File: config.mk
export PLATFORM = sky130hd
export DESIGN_NAME = video_rgb_format_converter
export DESIGN_NICKNAME = d
export VERILOG_FILES = /design/src/rtl/video_fmt_pkg.sv /design/src/rtl/video_st_skid_buffer.sv /design/src/rtl/video_rgb_format_converter.sv
export SDC_FILE = /design/constraint.sdc
export NUM_CORES = 1
export LEC_CHECK = 0
export BUFFER_PORTS_ARGS = -buffer_cell sky130_fd_sc_hd__buf_2
export CAP_MARGIN = 20
export CORE_ASPECT_RATIO = 1.4
export CORE_UTILIZATION = 45
export DETAILED_ROUTE_END_ITERATION = 8
export PLACE_DENSITY = 0.69
export SYNTH_ARGS = -nofsm -noshare
export SYNTH_HDL_FRONTEND = slang
export SYNTH_SLANG_ARGS = --single-unit
File: constraint.sdc
create_clock -name clk -period 3.72 [get_ports clk]
set_input_delay 0.372 -clock clk [delete_from_list [all_inputs] [get_ports clk]]
set_output_delay 0.372 -clock clk [all_outputs]
set_load 0.01 [all_outputs]
File: src/rtl/video_fmt_pkg.sv
// video_fmt_pkg: pixel-format codes, register map and channel expand/pack helpers
// shared by the RGB format converter. Rev 1.0
`default_nettype none

package video_fmt_pkg;

  localparam logic [2:0] FMT_RGB565    = 3'd0;
  localparam logic [2:0] FMT_RGB888    = 3'd1;
  localparam logic [2:0] FMT_ARGB8888  = 3'd2;
  localparam logic [2:0] FMT_RGB101010 = 3'd3;
  localparam logic [2:0] FMT_ARGB10    = 3'd4;

  localparam logic [1:0] REG_STATUS      = 2'd0;
  localparam logic [1:0] REG_CONTROL     = 2'd1;
  localparam logic [1:0] REG_FRAME_COUNT = 2'd2;
  localparam logic [1:0] REG_LAST_PIXELS = 2'd3;

  typedef struct packed {
    logic [9:0] a;
    logic [9:0] r;
    logic [9:0] g;
    logic [9:0] b;
  } pix10_t;

  // MSB replication: the original bits become the top bits of the 10-bit value.
  function automatic logic [9:0] expand_to_10(input logic [9:0] v, input int unsigned w);
    logic [9:0] e;
    case (w)
      5:       e = {v[4:0], v[4:0]};
      6:       e = {v[5:0], v[5:2]};
      8:       e = {v[7:0], v[7:6]};
      default: e = v;
    endcase
    return e;
  endfunction

  function automatic pix10_t unpack_in(input logic [2:0] fmt, input logic [39:0] d,
                                       input logic [9:0] alpha);
    pix10_t p;
    p   = '0;
    p.a = alpha;
    case (fmt)
      FMT_RGB565: begin
        p.r = expand_to_10({5'd0, d[15:11]}, 5);
        p.g = expand_to_10({4'd0, d[10:5]}, 6);
        p.b = expand_to_10({5'd0, d[4:0]}, 5);
      end
      FMT_RGB888, FMT_ARGB8888: begin
        if (fmt == FMT_ARGB8888) p.a = expand_to_10({2'd0, d[31:24]}, 8);
        p.r = expand_to_10({2'd0, d[23:16]}, 8);
        p.g = expand_to_10({2'd0, d[15:8]}, 8);
        p.b = expand_to_10({2'd0, d[7:0]}, 8);
      end
      FMT_RGB101010: begin
        p.r = d[29:20];
        p.g = d[19:10];
        p.b = d[9:0];
      end
      default: begin
        p.a = d[39:30];
        p.r = d[29:20];
        p.g = d[19:10];
        p.b = d[9:0];
      end
    endcase
    return p;
  endfunction

  function automatic logic [39:0] pack_out(input logic [2:0] fmt, input pix10_t p);
    logic [39:0] d;
    case (fmt)
      FMT_RGB565:    d = {24'd0, p.r[9:5], p.g[9:4], p.b[9:5]};
      FMT_RGB888:    d = {16'd0, p.r[9:2], p.g[9:2], p.b[9:2]};
      FMT_ARGB8888:  d = {8'd0, p.a[9:2], p.r[9:2], p.g[9:2], p.b[9:2]};
      FMT_RGB101010: d = {10'd0, p.r, p.g, p.b};
      FMT_ARGB10:    d = {p.a, p.r, p.g, p.b};
      default:       d = '0;
    endcase
    return d;
  endfunction

endpackage

`default_nettype wire

File: src/rtl/video_st_skid_buffer.sv
// video_st_skid_buffer: two-entry Avalon-ST pipeline stage (output register plus
// one skid register) with a registered ready. Rev 1.0
`default_nettype none

module video_st_skid_buffer #(
  parameter int DW = 40,
  parameter int EW = 2
) (
  input  logic          clk,
  input  logic          reset_n,
  input  logic [DW-1:0] in_data,
  input  logic          in_sop,
  input  logic          in_eop,
  input  logic [EW-1:0] in_empty,
  input  logic          in_valid,
  output logic          in_ready,
  output logic [DW-1:0] out_data,
  output logic          out_sop,
  output logic          out_eop,
  output logic [EW-1:0] out_empty,
  output logic          out_valid,
  input  logic          out_ready
);

  localparam int PW = DW + EW + 2;

  logic [PW-1:0] in_pl;
  logic [PW-1:0] out_pl_q, out_pl_d;
  logic [PW-1:0] skid_pl_q, skid_pl_d;
  logic          out_valid_q, out_valid_d;
  logic          skid_valid_q, skid_valid_d;
  logic          in_ready_q, in_ready_d;
  logic          accept;

  assign in_pl  = {in_data, in_sop, in_eop, in_empty};
  assign accept = in_valid && in_ready_q;

  // in_ready_q mirrors an empty skid register, so a beat is only ever accepted
  // when there is a free slot for it.
  always_comb begin
    out_pl_d     = out_pl_q;
    out_valid_d  = out_valid_q;
    skid_pl_d    = skid_pl_q;
    skid_valid_d = skid_valid_q;
    if (!out_valid_q || out_ready) begin
      if (skid_valid_q) begin
        out_pl_d     = skid_pl_q;
        out_valid_d  = 1'b1;
        skid_valid_d = 1'b0;
      end else begin
        out_valid_d = accept;
        if (accept) out_pl_d = in_pl;
      end
    end else if (accept) begin
      skid_pl_d    = in_pl;
      skid_valid_d = 1'b1;
    end
    in_ready_d = ~skid_valid_d;
  end

  always_ff @(posedge clk) begin
    if (!reset_n) begin
      out_pl_q     <= '0;
      out_valid_q  <= 1'b0;
      skid_pl_q    <= '0;
      skid_valid_q <= 1'b0;
      in_ready_q   <= 1'b0;
    end else begin
      out_pl_q     <= out_pl_d;
      out_valid_q  <= out_valid_d;
      skid_pl_q    <= skid_pl_d;
      skid_valid_q <= skid_valid_d;
      in_ready_q   <= in_ready_d;
    end
  end

  assign in_ready = in_ready_q;
  assign {out_data, out_sop, out_eop, out_empty} = out_pl_q;
  assign out_valid = out_valid_q;

endmodule

`default_nettype wire

File: src/rtl/video_rgb_format_converter.sv
// video_rgb_format_converter: runtime-selectable RGB/ARGB pixel-format converter
// with Avalon-MM control/statistics and a skid-buffered Avalon-ST output. Rev 1.0
`default_nettype none

module video_rgb_format_converter
  import video_fmt_pkg::*;
#(
  parameter int         IDW             = 31,
  parameter int         ODW             = 39,
  parameter int         IEW             = 1,
  parameter int         OEW             = 1,
  parameter logic [2:0] DEFAULT_IN_FMT  = 3'd1,
  parameter logic [2:0] DEFAULT_OUT_FMT = 3'd3,
  parameter logic [9:0] ALPHA           = 10'h3FF
) (
  input  logic           clk,
  input  logic           reset_n,
  input  logic [IDW:0]   stream_in_data,
  input  logic           stream_in_startofpacket,
  input  logic           stream_in_endofpacket,
  input  logic [IEW:0]   stream_in_empty,
  input  logic           stream_in_valid,
  output logic           stream_in_ready,
  output logic [ODW:0]   stream_out_data,
  output logic           stream_out_startofpacket,
  output logic           stream_out_endofpacket,
  output logic [OEW:0]   stream_out_empty,
  output logic           stream_out_valid,
  input  logic           stream_out_ready,
  input  logic [1:0]     slave_address,
  input  logic           slave_read,
  input  logic           slave_write,
  input  logic [31:0]    slave_writedata,
  output logic [31:0]    slave_readdata
);

  typedef logic [ODW:0] odata_t;
  typedef logic [OEW:0] oempty_t;

  logic [2:0]  act_in_q, act_in_d, act_out_q, act_out_d;
  logic [2:0]  pend_in_q, pend_in_d, pend_out_q, pend_out_d;
  logic        pend_flag_q, pend_flag_d;
  logic        err_q, err_d;
  logic        in_pkt_q, in_pkt_d;
  logic [31:0] frame_cnt_q, frame_cnt_d;
  logic [31:0] pix_cnt_q, pix_cnt_d;
  logic [31:0] last_pix_q, last_pix_d;
  logic [31:0] readdata_q, readdata_d;

  logic        accept, sop_acc, counted;
  logic [2:0]  eff_in, eff_out;
  logic [39:0] in40, conv40;
  logic [31:0] beat_cnt;
  logic        ctrl_ok;
  logic        unused_wdata;

  assign accept  = stream_in_valid && stream_in_ready;
  assign sop_acc = accept && stream_in_startofpacket;
  assign counted = accept && (stream_in_startofpacket || in_pkt_q);

  // An accepted SOP beat is already converted with the pending formats.
  assign eff_in  = sop_acc ? pend_in_q  : act_in_q;
  assign eff_out = sop_acc ? pend_out_q : act_out_q;

  assign in40   = 40'(stream_in_data);
  assign conv40 = (eff_in == eff_out) ? in40
                                      : pack_out(eff_out, unpack_in(eff_in, in40, ALPHA));

  assign beat_cnt = stream_in_startofpacket ? 32'd1
                  : ((pix_cnt_q == 32'hFFFF_FFFF) ? pix_cnt_q : pix_cnt_q + 32'd1);

  assign ctrl_ok      = (slave_writedata[2:0] <= FMT_ARGB10) && (slave_writedata[6:4] <= FMT_ARGB10);
  assign unused_wdata = ^{slave_writedata[31:7], slave_writedata[3]};

  always_comb begin
    act_in_d    = act_in_q;
    act_out_d   = act_out_q;
    pend_in_d   = pend_in_q;
    pend_out_d  = pend_out_q;
    pend_flag_d = pend_flag_q;
    err_d       = err_q;
    in_pkt_d    = in_pkt_q;
    frame_cnt_d = frame_cnt_q;
    pix_cnt_d   = pix_cnt_q;
    last_pix_d  = last_pix_q;
    readdata_d  = readdata_q;

    if (sop_acc) begin
      act_in_d    = pend_in_q;
      act_out_d   = pend_out_q;
      pend_flag_d = 1'b0;
      in_pkt_d    = 1'b1;
    end

    if (counted) begin
      pix_cnt_d = beat_cnt;
      if (stream_in_endofpacket) begin
        in_pkt_d    = 1'b0;
        last_pix_d  = beat_cnt;
        frame_cnt_d = frame_cnt_q + 32'd1;
      end
    end

    // Bus writes come last so a same-cycle CONTROL write stays pending and a
    // FRAME_COUNT clear wins over an increment.
    if (slave_write) begin
      case (slave_address)
        REG_STATUS: err_d = 1'b0;
        REG_CONTROL: begin
          if (ctrl_ok) begin
            pend_in_d   = slave_writedata[2:0];
            pend_out_d  = slave_writedata[6:4];
            pend_flag_d = 1'b1;
          end else begin
            err_d = 1'b1;
          end
        end
        REG_FRAME_COUNT: frame_cnt_d = '0;
        default: ;
      endcase
    end

    if (slave_read) begin
      case (slave_address)
        REG_STATUS:      readdata_d = {err_q, 22'd0, pend_flag_q, 1'b0, act_out_q, 1'b0, act_in_q};
        REG_CONTROL:     readdata_d = {25'd0, pend_out_q, 1'b0, pend_in_q};
        REG_FRAME_COUNT: readdata_d = frame_cnt_q;
        default:         readdata_d = last_pix_q;
      endcase
    end
  end

  always_ff @(posedge clk) begin
    if (!reset_n) begin
      act_in_q    <= DEFAULT_IN_FMT;
      act_out_q   <= DEFAULT_OUT_FMT;
      pend_in_q   <= DEFAULT_IN_FMT;
      pend_out_q  <= DEFAULT_OUT_FMT;
      pend_flag_q <= 1'b0;
      err_q       <= 1'b0;
      in_pkt_q    <= 1'b0;
      frame_cnt_q <= '0;
      pix_cnt_q   <= '0;
      last_pix_q  <= '0;
      readdata_q  <= '0;
    end else begin
      act_in_q    <= act_in_d;
      act_out_q   <= act_out_d;
      pend_in_q   <= pend_in_d;
      pend_out_q  <= pend_out_d;
      pend_flag_q <= pend_flag_d;
      err_q       <= err_d;
      in_pkt_q    <= in_pkt_d;
      frame_cnt_q <= frame_cnt_d;
      pix_cnt_q   <= pix_cnt_d;
      last_pix_q  <= last_pix_d;
      readdata_q  <= readdata_d;
    end
  end

  assign slave_readdata = readdata_q;

  video_st_skid_buffer #(
    .DW (ODW + 1),
    .EW (OEW + 1)
  ) u_skid (
    .clk       (clk),
    .reset_n   (reset_n),
    .in_data   (odata_t'(conv40)),
    .in_sop    (stream_in_startofpacket),
    .in_eop    (stream_in_endofpacket),
    .in_empty  (oempty_t'(stream_in_empty)),
    .in_valid  (stream_in_valid),
    .in_ready  (stream_in_ready),
    .out_data  (stream_out_data),
    .out_sop   (stream_out_startofpacket),
    .out_eop   (stream_out_endofpacket),
    .out_empty (stream_out_empty),
    .out_valid (stream_out_valid),
    .out_ready (stream_out_ready)
  );

endmodule

`default_nettype wire
# Word-level counts from Yosys, hierarchy flattened
# Index checks and enable logic that the tools add are counted.
# totals
input_bits,76
n_memories,0
ram_bits,0
latch_bits,0
rom_bits,0
ff_bits,234
# classes
n_div,0
multipliers,0
n_reduce_logical,19
muxes,28
bitwise,2
n_shift,0
magnitude_cmp,2
eq_ne,12
n_addsub,2
# ops
op,n
40-bit one-hot mux with 5 select lines,1
32-bit 2-to-1 mux,6
32-bit one-hot mux with 3 select lines,1
44-bit 2-to-1 mux,2
"32-bit by 1-bit adder with 32-bit output, second input constant",2
30-bit one-hot mux with 2 select lines,1
40-bit 2-to-1 mux,1
"32-bit equality test, second input constant",1
10-bit one-hot mux with 2 select lines,1
"3-bit by 2-bit equality test with 1-bit output, second input constant",4
1-bit 2-to-1 mux,11
10-bit 2-to-1 mux,1
"3-bit by 1-bit equality test with 1-bit output, second input constant",2
"3-bit less-or-equal comparator, second input constant",2
3-bit zero test,2
3-bit 2-to-1 mux,2
2-bit AND reduction,3
3-bit AND reduction,2
1-bit logical AND,4
2-bit nonzero test,2
2-bit OR reduction,2
3-bit equality test,1
"3-bit equality test, second input constant",1
"2-bit by 1-bit equality test with 1-bit output, second input constant",1
other kinds (7),9

# Logic depth before layout (Yosys ltp)
# Gate-level depths: netlist (run 1).
# logic_depth
word_depth,10
ltp_mapped,10
mapped_depth_nobuf,8

# By module
# Synthesis (run 1) repeated with hierarchy kept, for this count alone.
# unflattened
cells_unflattened,1492
area_unflattened_um2,12637.1
# by_module_without_submodules
mod,cells_each,area_each_um2,n_inst
video_rgb_format_converter,1089,8782.2,1
video_st_skid_buffer,403,3854.9,1

# Worst setup path before layout (run 1)
# Ideal clock, no wire load.
# synth_path
kind,reg2reg
startpoint,register u_skid.in_ready_q (netlist: u_skid.in_ready)
endpoint,register u_skid.out_pl_q[9]
setup_time_ns,0.125
arrival_ns,2.438
setup_slack_ns,1.156
path_stages_with_launch,9
path_cell_list,dfxtp_1 and3_1 buf_6 mux2_4 a221o_1 nand3_1 or4b_1 a2111oi_2 o21ai_1
# synth_between
elab_chain_len,10
elab_cells_between_ends,21
cone_classes,eq/ne: 7; mux: 7; reduce/logical: 7
# synth_rtl
element,line,source
from (decl),video_st_skid_buffer.sv:32,"logic in_ready_q, in_ready_d;"
from (signal assigned),video_st_skid_buffer.sv:73,in_ready_q <= in_ready_d;
1-bit logical AND (*),"video_st_skid_buffer.sv:36, video_rgb_format_converter.sv:57",
1-bit logical AND,video_rgb_format_converter.sv:58,assign sop_acc = accept && stream_in_startofpacket;
3-bit 2-to-1 mux,n/a,
3-bit by 2-bit equality test with 1-bit output or 3-bit by 1-bit equality test with 1-bit output (tied branches),video_fmt_pkg.sv:42,case (fmt)
2-bit OR reduction,video_fmt_pkg.sv:42,
30-bit one-hot mux with 2 select lines,video_fmt_pkg.sv:42,
40-bit one-hot mux with 5 select lines,video_fmt_pkg.sv:71,case (fmt)
40-bit 2-to-1 mux,video_rgb_format_converter.sv:66,assign conv40 = (eff_in == eff_out) ? in40
44-bit 2-to-1 mux,video_st_skid_buffer.sv:52,if (accept) out_pl_d = in_pl;
44-bit 2-to-1 mux,video_st_skid_buffer.sv:46,if (skid_valid_q) begin
to (signal assigned),video_st_skid_buffer.sv:69,out_pl_q <= out_pl_d;
to (decl),video_st_skid_buffer.sv:28,"logic [PW-1:0] out_pl_q, out_pl_d;"
# Every way passes the cells marked *; elsewhere a longest branch is shown, timed or not. The select of a mux whose other input is x is not followed.
# A chain may end at the register's enable or synchronous reset.

# Final worst setup path (run 1)
# layout_path
startpoint,register act_in_q[0]
endpoint,register u_skid.skid_pl_q[13]
# layout_between
elab_chain_len,6
elab_cells_between_ends,9
cone_classes,eq/ne: 3; mux: 4; reduce/logical: 2
# layout_rtl
element,line,source
from (decl),video_rgb_format_converter.sv:40,"logic [2:0] act_in_q, act_in_d, act_out_q, act_out_d;"
from (signal assigned),video_rgb_format_converter.sv:147,act_in_q <= act_in_d;
3-bit 2-to-1 mux (*),n/a,
3-bit by 2-bit equality test with 1-bit output or 3-bit by 1-bit equality test with 1-bit output (tied branches),video_fmt_pkg.sv:42,
2-bit OR reduction,video_fmt_pkg.sv:42,
30-bit one-hot mux with 2 select lines,video_fmt_pkg.sv:42,
40-bit one-hot mux with 5 select lines,video_fmt_pkg.sv:71,
40-bit 2-to-1 mux (*),video_rgb_format_converter.sv:66,
to (signal assigned),video_st_skid_buffer.sv:71,skid_pl_q <= skid_pl_d;
to (decl),video_st_skid_buffer.sv:29,"logic [PW-1:0] skid_pl_q, skid_pl_d;"
# Every way passes the cells marked *; elsewhere a longest branch is shown, timed or not.

==> results of run 1 <==
[final cells by class]
type,count,share of cell area [%]
multi-input combinational,1162,49.6
inverter,24,0.652
tap,360,3.22
clock buffer,38,5.39
sequential,234,33.4
clock inverter,6,0.545
timing repair buffer,174,7.17
[synthesized netlist by cell type (9+ instances only)]
cell	n
clkbuf_1	86
or3_1	28
nor4_1	15
nand2_1	139
a211oi_1	42
nor3_1	47
o31ai_1	13
mux2i_1	54
and3_1	17
a22oi_1	9
xor2_1	31
buf_2	19
o21a_1	9
o211ai_1	21
a31oi_1	23
xnor2_1	39
dfxtp_1	234
a21oi_1	101
nand4_1	17
o21ai_0	129
nand3_1	54
and2_1	14
inv_1	23
nor2_1	220
[sequential cells by signal, indices dropped and copies added, names as in the netlist, 3 cells and up]
name,flops
pend_out_q,3
act_out_q,3
act_in_q,3
pend_in_q,3
last_pix_q,32
u_skid.out_pl_q,44
pix_cnt_q,32
slave_readdata,32
frame_cnt_q,32
u_skid.skid_pl_q,44
[power by group]
part	switching, mW	total (mW)	internal, mW
Clock	1.04	2.51	1.47
Combinational	0.379	0.589	0.209
Sequential	0.0380	2.59	2.55
Total	1.46	5.69	4.24
[cell families after synthesis]
logic type / count (synthesis) / synth area share (%)
mux: 67 / 6.26
flops: 234 / 38.6
fa+ha+maj: 2 / 0.206
buf+inv: 136 / 4.49
compound gates: 433 / 22.9
simple gates: 590 / 22.5
xor+xnor: 70 / 5.05
[routing by layer]
layer	up-vias	track usage (%)
met2	389	50.9
li1	5720	-
met3	105	3.16
met1	5491	30.7
met5	-	0
met4	2	16.5
[worst min-delay path: cells and delay by family]
kind                   cells  cell delay, ns
AND/OR/NAND/NOR            1            0.06
buffers and inverters      1            0.08
multiplexers               1            0.05
[per-stage QoR]
| step | power (mW) | instances | util, % | hold WS [ns] |
|---|---|---|---|---|
| global route | 5.88 | 1998 | 53.1 | 0.0835 |
| global placement | 3.22 | 1953 | 49.9 | 0.439 |
| CTS | 5.73 | 1998 | 53.1 | 0.0550 |
| finish | 5.69 | 1998 | 53.1 | 0.0627 |
| detailed placement | 3.23 | 1954 | 50.0 | 0.446 |
| floorplan | 2.98 | 1532 | - | 0.420 |
[path summary, 6_finish.rpt]
kind	start	end	slack (ns)	depth (start not counted)
max	act_in_q[0]	u_skid.skid_pl_q[13]	0.63	11
min	slave_writedata[0]	pend_in_q[0]	0.06	3
max reg2reg	act_in_q[0]	u_skid.skid_pl_q[13]	0.63	11
min reg2reg	u_skid.skid_pl_q[0]	u_skid.skid_pl_q[0]	0.45	2
==> results.md, run 1 <==
- Fin. Hold Viols: 0
- Crit path arrival time: 3.49 ns
- Total GRT Usage: 27.8%
- Maximum clock rate: 0.323 GHz
- Critical path launch point type: register
- LEAKAGE: 5.35 nW
- Post-synth top area share: 38.6%
- Worst path slowest cell: a2111oi_0
- Vias in the first global route: 11.2k
- DP HPWL: 28.2 mm
- Most common cell after layout, fill and taps aside: dfxtp_1
- Leading register cell type out of synthesis: dfxtp_1
- First-pass GRT wire length: 60.7 mm
- Register area: 0.00468 sq mm
- Residual DRC: 0
- Layout cells sized above 1: 15.1%
- Endpoints failing setup: 0
- PwrDens: 406 mW/mm^2
- WL final: 38.6 mm
- Top sig layer: met5
- Clock tree buffer depth: 3
- Num CTS Buffers: 25
- Setup TNS Final: 0 ns
- Site Rows: 70
- Port bufs: 127
- Final setup skew: 0.0110 ns
- Hold buffer count at CTS: 0
- Die height: 196 microns
- Synth Instances: 1532
- Critical Path Max Stage Delay: 0.61 ns
- Worst Hold Class: in2reg
- Max-cap violations: 0
- Yosys top cell by area: dfxtp_1
- Critical path endpoint category: register
- Met2 WL: 19.5 mm
- Post-synthesis sequential area ratio: 38.6%
- TritonRoute pass-1 iters: 5
- Largest cells by area after synthesis: dfxtp_1 39%, nor2_1 6.8%, o21ai_0 5.3%, mux2i_1 4.4%, nand2_1 4.3%
- CTS clk-pin slew, worst paths: 0.06 ns
- RSZ-0062 raised after global routing: false
- Worst slew pin tran: 1.03 ns
- Cell variety after synth: 75
- Clk root buf: clkbuf_16
- Final worst slack: 0.625 ns
- Largest net degree at the start of global routing: 73
- Worst-case vdd ir drop: 0.400 mV
- Initial DRC Count: 767
- Starting density of the core: 46.1%
- Io pins: 154
- Remaining Overflow, GRT: 0
- Most frequent cells in the layout: 234 x dfxtp_1, 218 x nor2_1, 139 x nand2_1
- Max-slew headroom: 31.0%
- Syn_nets: 1610
- Synth-to-Final Area Change: 15.3%
- Crit-path most repeated cell: buf_4
- Via density: 5.86
- CP Max Fanout: 13
- Per-cell routed wire length: 19.3 microns
- Clock Sinks: 234
- Fin area: 0.0140 sq mm
- Via count: 11.7k
- CTS-repair resized insts: 0
- Outcome: finished clean
- Core area: 0.0264 sq mm
- CP top delay family: compound AO/OA/AOI/OAI gates
- Fillers: 2517
- Final ANT Viol Nets: 0
- H-tree levels: 1
- TritonCTS clock tree: done
- Final min period: 3.09 ns
- Worst endpoint required time: 4.11 ns
- Initial antenna violation count: 1
- Placed Area: 0.0132 sq mm
- FFs w/ async S/R, synth: 0%
- Die ar.: 0.0277 sq mm
- Synth warn: 0
- Final Max Slew Viols: 0
- Die width: 141 microns
- Multi-input gate area: 0.00695 sq mm
- Mapped Area: 0.0121 sq mm
- CP bufs+invs: 4
- Metal-1 WL: 15.0 mm
- Post-synth EDFFs: 0
- Tcrit/Tclk final: 83.2%
- RD Place Congestion: 0.984
- Dpl ws: 0.541 ns
- CP Class: reg2reg
- Ant diodes: 0
- Post-Syn Area per Cell: 7.93 sq um
- Wire length on met3: 1.79 mm
- Count of state elements after synthesis: 234
- Setup bufs post-CTS: 0
- Final nets: 1699
- Clock Latency Late Sink: 0.54 ns
- CP Cell Sequence: a311oi_1 > buf_4 > a21o_1 > buf_4 > a2111oi_1 > buf_4 > nor2_1 > a2111oi_0 > buf_4 > or3_1 > a21oi_1
(Power assumes the default switching activity.)
==> run 2: changes to the inputs <==
- PLACE_DENSITY: 0.69 -> 0.71
- clock period: 3.72 -> 2.6 ns (I/O delays scaled with it)
==> run 2 against run 1 <==
- worst setup slack worse by 0.57 ns
- clock skew up 0.0090 ns
- critical path depth down 1
- first-iteration DRC count up 17%
- power up 52%
- sequential share of layout area down 2.6 points
- non-clock buffer count up 120
- routed wire length up 9.1%
- hold slack worse by 0.062 ns
- highest routed layer is now met4
- register-to-register slack worse by 0.57 ns
==> results.md, run 2 (same netlist as run 1, synthesis figures left out) <==
- Post-Layout Cell Count: 2120 (+6.1%)
- Worst-case vdd ir drop: 0.476 mV (+19%)
- Maximum clock rate: 0.392 GHz (+21%)
- RSZ-0062 raised after global routing: true
- H-tree levels: 1 (unchanged)
- Final nets: 1819 (+7.1%)
- Clk root buf: clkbuf_16
- Layout cells sized above 1: 22.2% (+7.1 points)
- Ant diodes: 0 (unchanged)
- Setup bufs post-CTS: 0 (unchanged)
- Worst endpoint required time: 3.01 ns (-1.10 ns)
- WL final: 42.1 mm (+9.1%)
- Met2 global-route usage: 55.8% (+4.9 points)
- Per-cell routed wire length: 19.9 microns (+2.9%)
- Tcrit/Tclk final: 98.0% (+15 points)
- Endpoints failing setup: 0 (unchanged)
- Hold path endpoint: pend_in_q[1]
- Critical path launch point type: register
- GRT met3 Usage: 2.94% (-0.22 points)
- Clock tree buffer depth: 3 (unchanged)
- Crit path arrival time: 2.96 ns (-0.53 ns)
- Outcome: finished clean
- Max-cap violations: 0 (unchanged)
- Worst slew pin tran: 0.868 ns (-0.166 ns)
- Final Max Slew Viols: 0 (unchanged)
- Worst Hold Class: in2reg
- Crit path from: u_skid.in_ready
- Starting density of the core: 46.1% (unchanged)
- Die width: 141 microns (unchanged)
- Most common cell after layout, fill and taps aside: dfxtp_1
- Grt met1 use: 32.4% (+1.7 points)
- Port bufs: 127 (unchanged)
- Hold path depth: 3 (unchanged)
- TritonRoute pass-1 iters: 5 (unchanged)
- Worst reg2reg path depth: 10 (-1)
- Largest regs: u_skid.out_pl_q: 44 flops, u_skid.skid_pl_q: 44 flops
- Io pins: 154 (unchanged)
- CP Max Fanout: 8 (-5)
- DP HPWL: 31.7 mm (+12%)
- Synth-to-Final Area Change: 24.9%
- Initial DRC Count: 894 (+17%)
- CTS clk-pin slew, worst paths: 0.08 ns (+0.02 ns)
- Fin area: 0.0152 sq mm (+8.3%)
- Cells after DPL: 2067 (+5.8%)
- LEAKAGE: 6.01 nW (+12%)
- Remaining Overflow, GRT: 0 (unchanged)
- Total GRT Usage: 30.2% (+2.5 points)
- Num CTS Buffers: 25 (unchanged)
- Final min period: 2.55 ns (-0.546 ns)
- Initial antenna violation count: 0 (-1)
- Worst Min Path Start: slave_writedata[1]
- Via density: 5.83 (-0.46%)
- Final setup skew: 0.0200 ns (+0.00901 ns)
- Vias in the first global route: 12.1k (+8.1%)
- Core area: 0.0264 sq mm (unchanged)
- Max-slew headroom: 42.2% (+11 points)
- Clock Sinks: 234 (unchanged)
- Clock Latency Late Sink: 0.55 ns (about the same)
- Die ar.: 0.0277 sq mm (unchanged)
- Placed Area: 0.0141 sq mm (+6.7%)
- Reg2Reg Setup Slack: 0.05 ns (-0.57 ns)
- CP Class: reg2reg
- Die height: 196 microns (unchanged)
- Largest net degree at the start of global routing: 75 (+2.7%)
- Residual DRC: 0 (unchanged)
- Via count: 12.4k (+5.6%)
- TritonCTS clock tree: done
- Final ANT Viol Nets: 0 (unchanged)
- Final worst slack: 0.0511 ns (-0.574 ns)
- Dpl ws: -0.171 ns (-0.712 ns)
- FF-to-FF Start: u_skid.in_ready
- PwrDens: 570 mW/mm^2 (+40%)
- Fin. Hold Viols: 0 (unchanged)
- Fillers: 2411 (-4.2%)
- RD Place Congestion: 0.968 (-1.6%)
- Most frequent cells in the layout: 232 x dfxtp_1, 215 x nor2_1, 156 x buf_4
- Worst reg2reg endpoint: u_skid.out_pl_q[23]
- Site Rows: 70 (unchanged)
- First-pass GRT wire length: 65.5 mm (+8.0%)
- Critical path endpoint category: register
- GRT Max-Usage Layer: met2
[run 2: changes by cell type in the layout (fill, tap and decap cells not counted), moves of 4 or more]
cell,before,now
a2111oi_0,7,3
a211oi_2,1,6
dlygate4sd3_1,0,7
a211oi_1,42,37
buf_4,45,156
[run 2: cell type report]
| class | instances | area [sq um] | share of cell area, % |
|---|---|---|---|
| clock buffers | 34 | 729 | 4.81 |
| repair buffers | 294 | 1960 | 12.9 |
| well taps | 360 | 450 | 2.97 |
| multi-input cells | 1162 | 7080 | 46.6 |
| inverters | 24 | 91.3 | 0.602 |
| flip-flops and latches | 234 | 4690 | 30.9 |
| clock inverters | 12 | 184 | 1.21 |
[run 2: through the flow]
step	hold WS [ns]	total power, mW	TNS, ns	utilization, %
after CTS	0.00316	8.66	-0.00871	57.2
after floorplan	0.356	4.27	0	-
after global routing	0.0327	8.90	-0.0436	57.6
final	0.000630	8.64	0	57.6
after global placement	0.440	4.73	-1.02	53.3
after detailed placement	0.446	4.73	-1.34	53.3
[run 2: worst max path at each step]
stage / end / slack (ns) / cells past startpoint
3_3_place_gp: u_skid.out_pl_q[8] / -0.17 / 11
2_1_floorplan: u_skid.out_pl_q[9] / 0.04 / 8
4_1_cts: u_skid.out_pl_q[9] / -0.009 / 8
5_1_grt: u_skid.out_pl_q[9] / -0.03 / 9
3_5_place_dp: u_skid.out_pl_q[23] / -0.17 / 11
6_report: u_skid.out_pl_q[23] / 0.05 / 10
[run 2: worst max-delay path: stages (launching register included)]
cell	delay [ns]
dfxtp_2	0.35
and3_4	0.25
mux2_4	0.34
buf_4	0.18
buf_4	0.16
a211oi_1	0.18
buf_4	0.17
o21ai_0	0.09
a221oi_2	0.38
buf_4	0.18
o221ai_1	0.11
[run 2: report_power, final]
| part | leakage (nW) | switching [mW] | internal (mW) |
|---|---|---|---|
| registers | 1.89 | 0.0496 | 3.65 |
| clock network | 0.448 | 1.56 | 2.38 |
| logic | 3.66 | 0.602 | 0.398 |
[run 2: timing repair]
| action | 4_1_cts | 5_1_grt |
|---|---|---|
| endpoints found under the hold margin | 7 | 0 |
| endpoints found under the setup margin | 16 | 34 |
| gates resized for setup | 10 | 22 |
| pin swaps | 1 | 4 |
| hold buffers | 7 | 0 |
[run 2: per-layer routing]
| metal | wire [microns] | up-vias |
|---|---|---|
| met4 | 3110 | 0 |
| met2 | 21300 | 413 |
| met5 | 0 | - |
| li1 | - | 5959 |
| met3 | 1830 | 152 |
| met1 | 15900 | 5841 |
==> run 3: changes to the inputs <==
- HOLD_SLACK_MARGIN: default -> 0.05
- SYNTH_HIERARCHICAL: default -> 1
==> run 3 against run 2 <==
- via count is 3.0% lower
- critical path depth is 1 lower
- maximum frequency hardly changed
- clock skew is 0.0045 ns lower
- routed wire length is 7.7% lower
- design area is 1.5% higher
- sequential power hardly changed
- worst setup slack better by 0.0023 ns
- synthesized cell count is 2.6% lower
- hold slack better by 0.10 ns
- first-iteration DRC count is 17% lower
- critical endpoint is now u_skid/out_pl_q[18]
==> results.md, run 3 <==
- Max-slew headroom: 38.5% (-3.7 points)
- Final ANT Viol Nets: 0 (unchanged)
- Most frequent cells in the layout: 230 x dfxtp_1, 223 x nand2_1, 129 x buf_4
- Top post-synthesis cells by count: 234 x dfxtp_1, 223 x nand2_1, 110 x mux2i_1
- CP Class: reg2reg
- Clock tree buffer depth: 3 (unchanged)
- Starting density of the core: 45.7% (-0.39 points)
- Final Max Slew Viols: 0 (unchanged)
- Endpoints failing setup: 0 (unchanged)
- Remaining Overflow, GRT: 0 (unchanged)
- Clock Latency Late Sink: 0.54 ns (about the same)
- Post-synthesis sequential area ratio: 37.1% (-1.5 points)
- Count of state elements after synthesis: 234 (unchanged)
- Io pins: 154 (unchanged)
- Outcome: finished clean
- Layout cells sized above 1: 22.0% (-0.25 points)
- Synth Instances: 1492 (-2.6%)
- RD Place Congestion: 0.961 (-0.77%)
- WL final: 38.8 mm (-7.7%)
- Final min period: 2.55 ns (-0.00235 ns)
- Post-synth top area share: 37.1% (-1.5 points)
- Utilization after layout: 55.7% (-1.8 points)
- Max-cap violations: 0 (unchanged)
- CP Cell Sequence: nand3_4 > mux2_4 > or4_4 > o21a_4 > a31o_4 > a22o_1 > mux2i_1 > nand3_1 > o211a_1
- Fin. Hold Viols: 0 (unchanged)
- Final hold slack: 0.102 ns (+0.102 ns)
- Num CTS Buffers: 25 (unchanged)
- Critical path launch point type: register
- Final nets: 1753 (-3.6%)
- CP top delay family: compound AO/OA/AOI/OAI gates
- Tcrit/Tclk final: 97.9% (about the same)
- Initial DRC Count: 739 (-17%)
- Critical path endpoint category: register
- Grt met1 use: 30.0% (-2.4 points)
- Largest net degree at the start of global routing: 50 (-33%)
- Syn_nets: 1570 (-2.5%)
- Worst endpoint required time: 3.03 ns (+0.02 ns)
- Per-cell routed wire length: 18.9 microns (-5.0%)
- Worst slew pin tran: 0.923 ns (+0.0548 ns)
- Worst path slowest cell: or4_4
- Most common cell after layout, fill and taps aside: dfxtp_1
- Worst Hold Class: in2reg
- Placed Area: 0.0143 sq mm (+1.8%)
- Leading register cell type out of synthesis: dfxtp_1
- LEAKAGE: 6.35 nW (+5.7%)
- Die height: 200 microns (+2.0%)
- CTS clk-pin slew, worst paths: 0.06 ns (-0.02 ns)
- GRT Max-Usage Layer: met2
- Clk root buf: clkbuf_16
- Crit path arrival time: 2.98 ns (+0.02 ns)
- TritonCTS clock tree: done
- TritonRoute pass-1 iters: 6 (+1)
- Final worst slack: 0.0535 ns (+0.00235 ns)
- Largest regs: u_skid/out_pl_q: 44 flops, u_skid/skid_pl_q: 44 flops
- Vias in the first global route: 11.5k (-5.0%)
- GRT met3 Usage: 3.23% (+0.29 points)
- H-tree levels: 1 (unchanged)
- First-pass GRT wire length: 61.0 mm (-6.9%)
- Met2 global-route usage: 48.6% (-7.2 points)
- Site Rows: 72 (+2.9%)
- Die width: 144 microns (+2.0%)
- PwrDens: 533 mW/mm^2 (-6.4%)
- RSZ-0062 raised after global routing: true
- Critical Path Max Stage Delay: 0.57 ns (+0.19 ns)
- Residual DRC: 0 (unchanged)
- CP Max Fanout: 7 (-1)
- Synth-to-Final Area Change: 21.9%
- Die ar.: 0.0288 sq mm (+4.0%)
- Yosys top cell by area: dfxtp_1
- CP bufs+invs: 0 (-4)
- Worst-case vdd ir drop: 0.481 mV (+1.1%)
- Mapped Area: 0.0126 sq mm (+4.0%)
- Post-synth EDFFs: 0 (unchanged)
- Synth warn: 6 (+6)
- Core area: 0.0277 sq mm (+4.9%)
- Fillers: 2580 (+7.0%)
- Fin area: 0.0154 sq mm (+1.5%)
- Final setup skew: 0.0155 ns (-0.00455 ns)
- Post-Syn Area per Cell: 8.47 sq um (+6.8%)
- Top-count cell post-synth: dfxtp_1
- Maximum clock rate: 0.393 GHz (about the same)
- Via count: 12.0k (-3.0%)
- Largest cells by area after synthesis: dfxtp_1 37%, mux2i_1 8.7%, nand2_1 6.6%, o211a_1 3.8%, o21ai_0 3.1%
- Via density: 5.82 (-0.16%)
- DP HPWL: 28.1 mm (-11%)
- Total GRT Usage: 27.0% (-3.3 points)
- Cell variety after synth: 84 (+12%)
- FFs w/ async S/R, synth: 0% (unchanged)
- Dpl ws: -0.232 ns (-0.0611 ns)
- Initial antenna violation count: 0 (unchanged)
- Clock Sinks: 234 (unchanged)
- Tot Pwr: 8.21 mW (-5.0%)
- Ant diodes: 0 (unchanged)
- Port bufs: 127 (unchanged)
==> run 3: per-layer routing <==
metal | vias to the layer above | part of all wire [%]
li1 | 5732 | -
met1 | 5747 | 39
met2 | 388 | 52
met3 | 123 | 4.5
met4 | 0 | 5.3
met5 | - | 0
==> run 3: layout make-up <==
| type | instances | area (sq um) | area share, % |
|---|---|---|---|
| multi-input cells | 1109 | 7490 | 48.6 |
| flip-flops and latches | 234 | 4690 | 30.5 |
| repair buffers | 271 | 1830 | 11.9 |
| clock buffers | 34 | 709 | 4.60 |
| well taps | 370 | 463 | 3.00 |
| inverters | 34 | 128 | 0.828 |
| clock inverters | 7 | 95.1 | 0.617 |
==> run 3: what timing repair did <==
action / in CTS / in global routing
hold buffers: 9 / 0
setup buffers: 0 / 3
pin swaps: 0 / 5
hold endpoints to repair: 9 / 0
setup endpoints to repair: 17 / 26
gates resized for setup: 12 / 34
==> run 3: final timing paths <==
| check | to | startpoint | slack, ns | cells after the start |
|---|---|---|---|---|
| setup / recovery | u_skid/out_pl_q[18] | u_skid/in_ready | 0.05 | 9 |
| hold / removal | u_skid/in_ready | stream_out_ready | 0.10 | 3 |
| setup reg to reg | u_skid/out_pl_q[18] | u_skid/in_ready | 0.05 | 9 |
| hold reg to reg | last_pix_q[2] | last_pix_q[2] | 0.46 | 2 |
==> run 3: logic make-up (layout without fill, tap and decap cells) <==
logic type               count (synthesis)  count (layout)  share of synthesized area, %
AO/OA/AOI/OAI                          387             387                          21.7
XOR/XNOR                                56              56                          3.88
adder cells (fa/ha/maj)                  2               2                         0.198
buffers and inverters                  149             346                          5.18
flip-flops                             234             234                          37.1
multiplexers                           125             125                          10.6
AND/OR/NAND/NOR                        539             539                          21.3
==> run 3: worst register-to-register path, cell delays in order (launching register included) <==
cell and delay (ns):
dfxtp_4 0.36, nand3_4 0.12, mux2_4 0.36, or4_4 0.57, o21a_4 0.16, a31o_4 0.26, a22o_1 0.25, mux2i_1 0.13
nand3_1 0.09, o211a_1 0.15
==> run 3: metrics by stage <==
stage | std cells | TNS [ns]
detailed placement | 2006 | -1.95
global placement | 2006 | -1.34
global route | 2059 | -0.0607
finish | 2059 | 0
floorplan | 1492 | -0.00338
CTS | 2056 | 0
==> run 3: where the power goes <==
part	leakage, nW	internal (mW)	switching, mW
Sequential	1.90	3.66	0.0446
Clock	0.394	2.10	1.48
Combinational	4.06	0.394	0.535
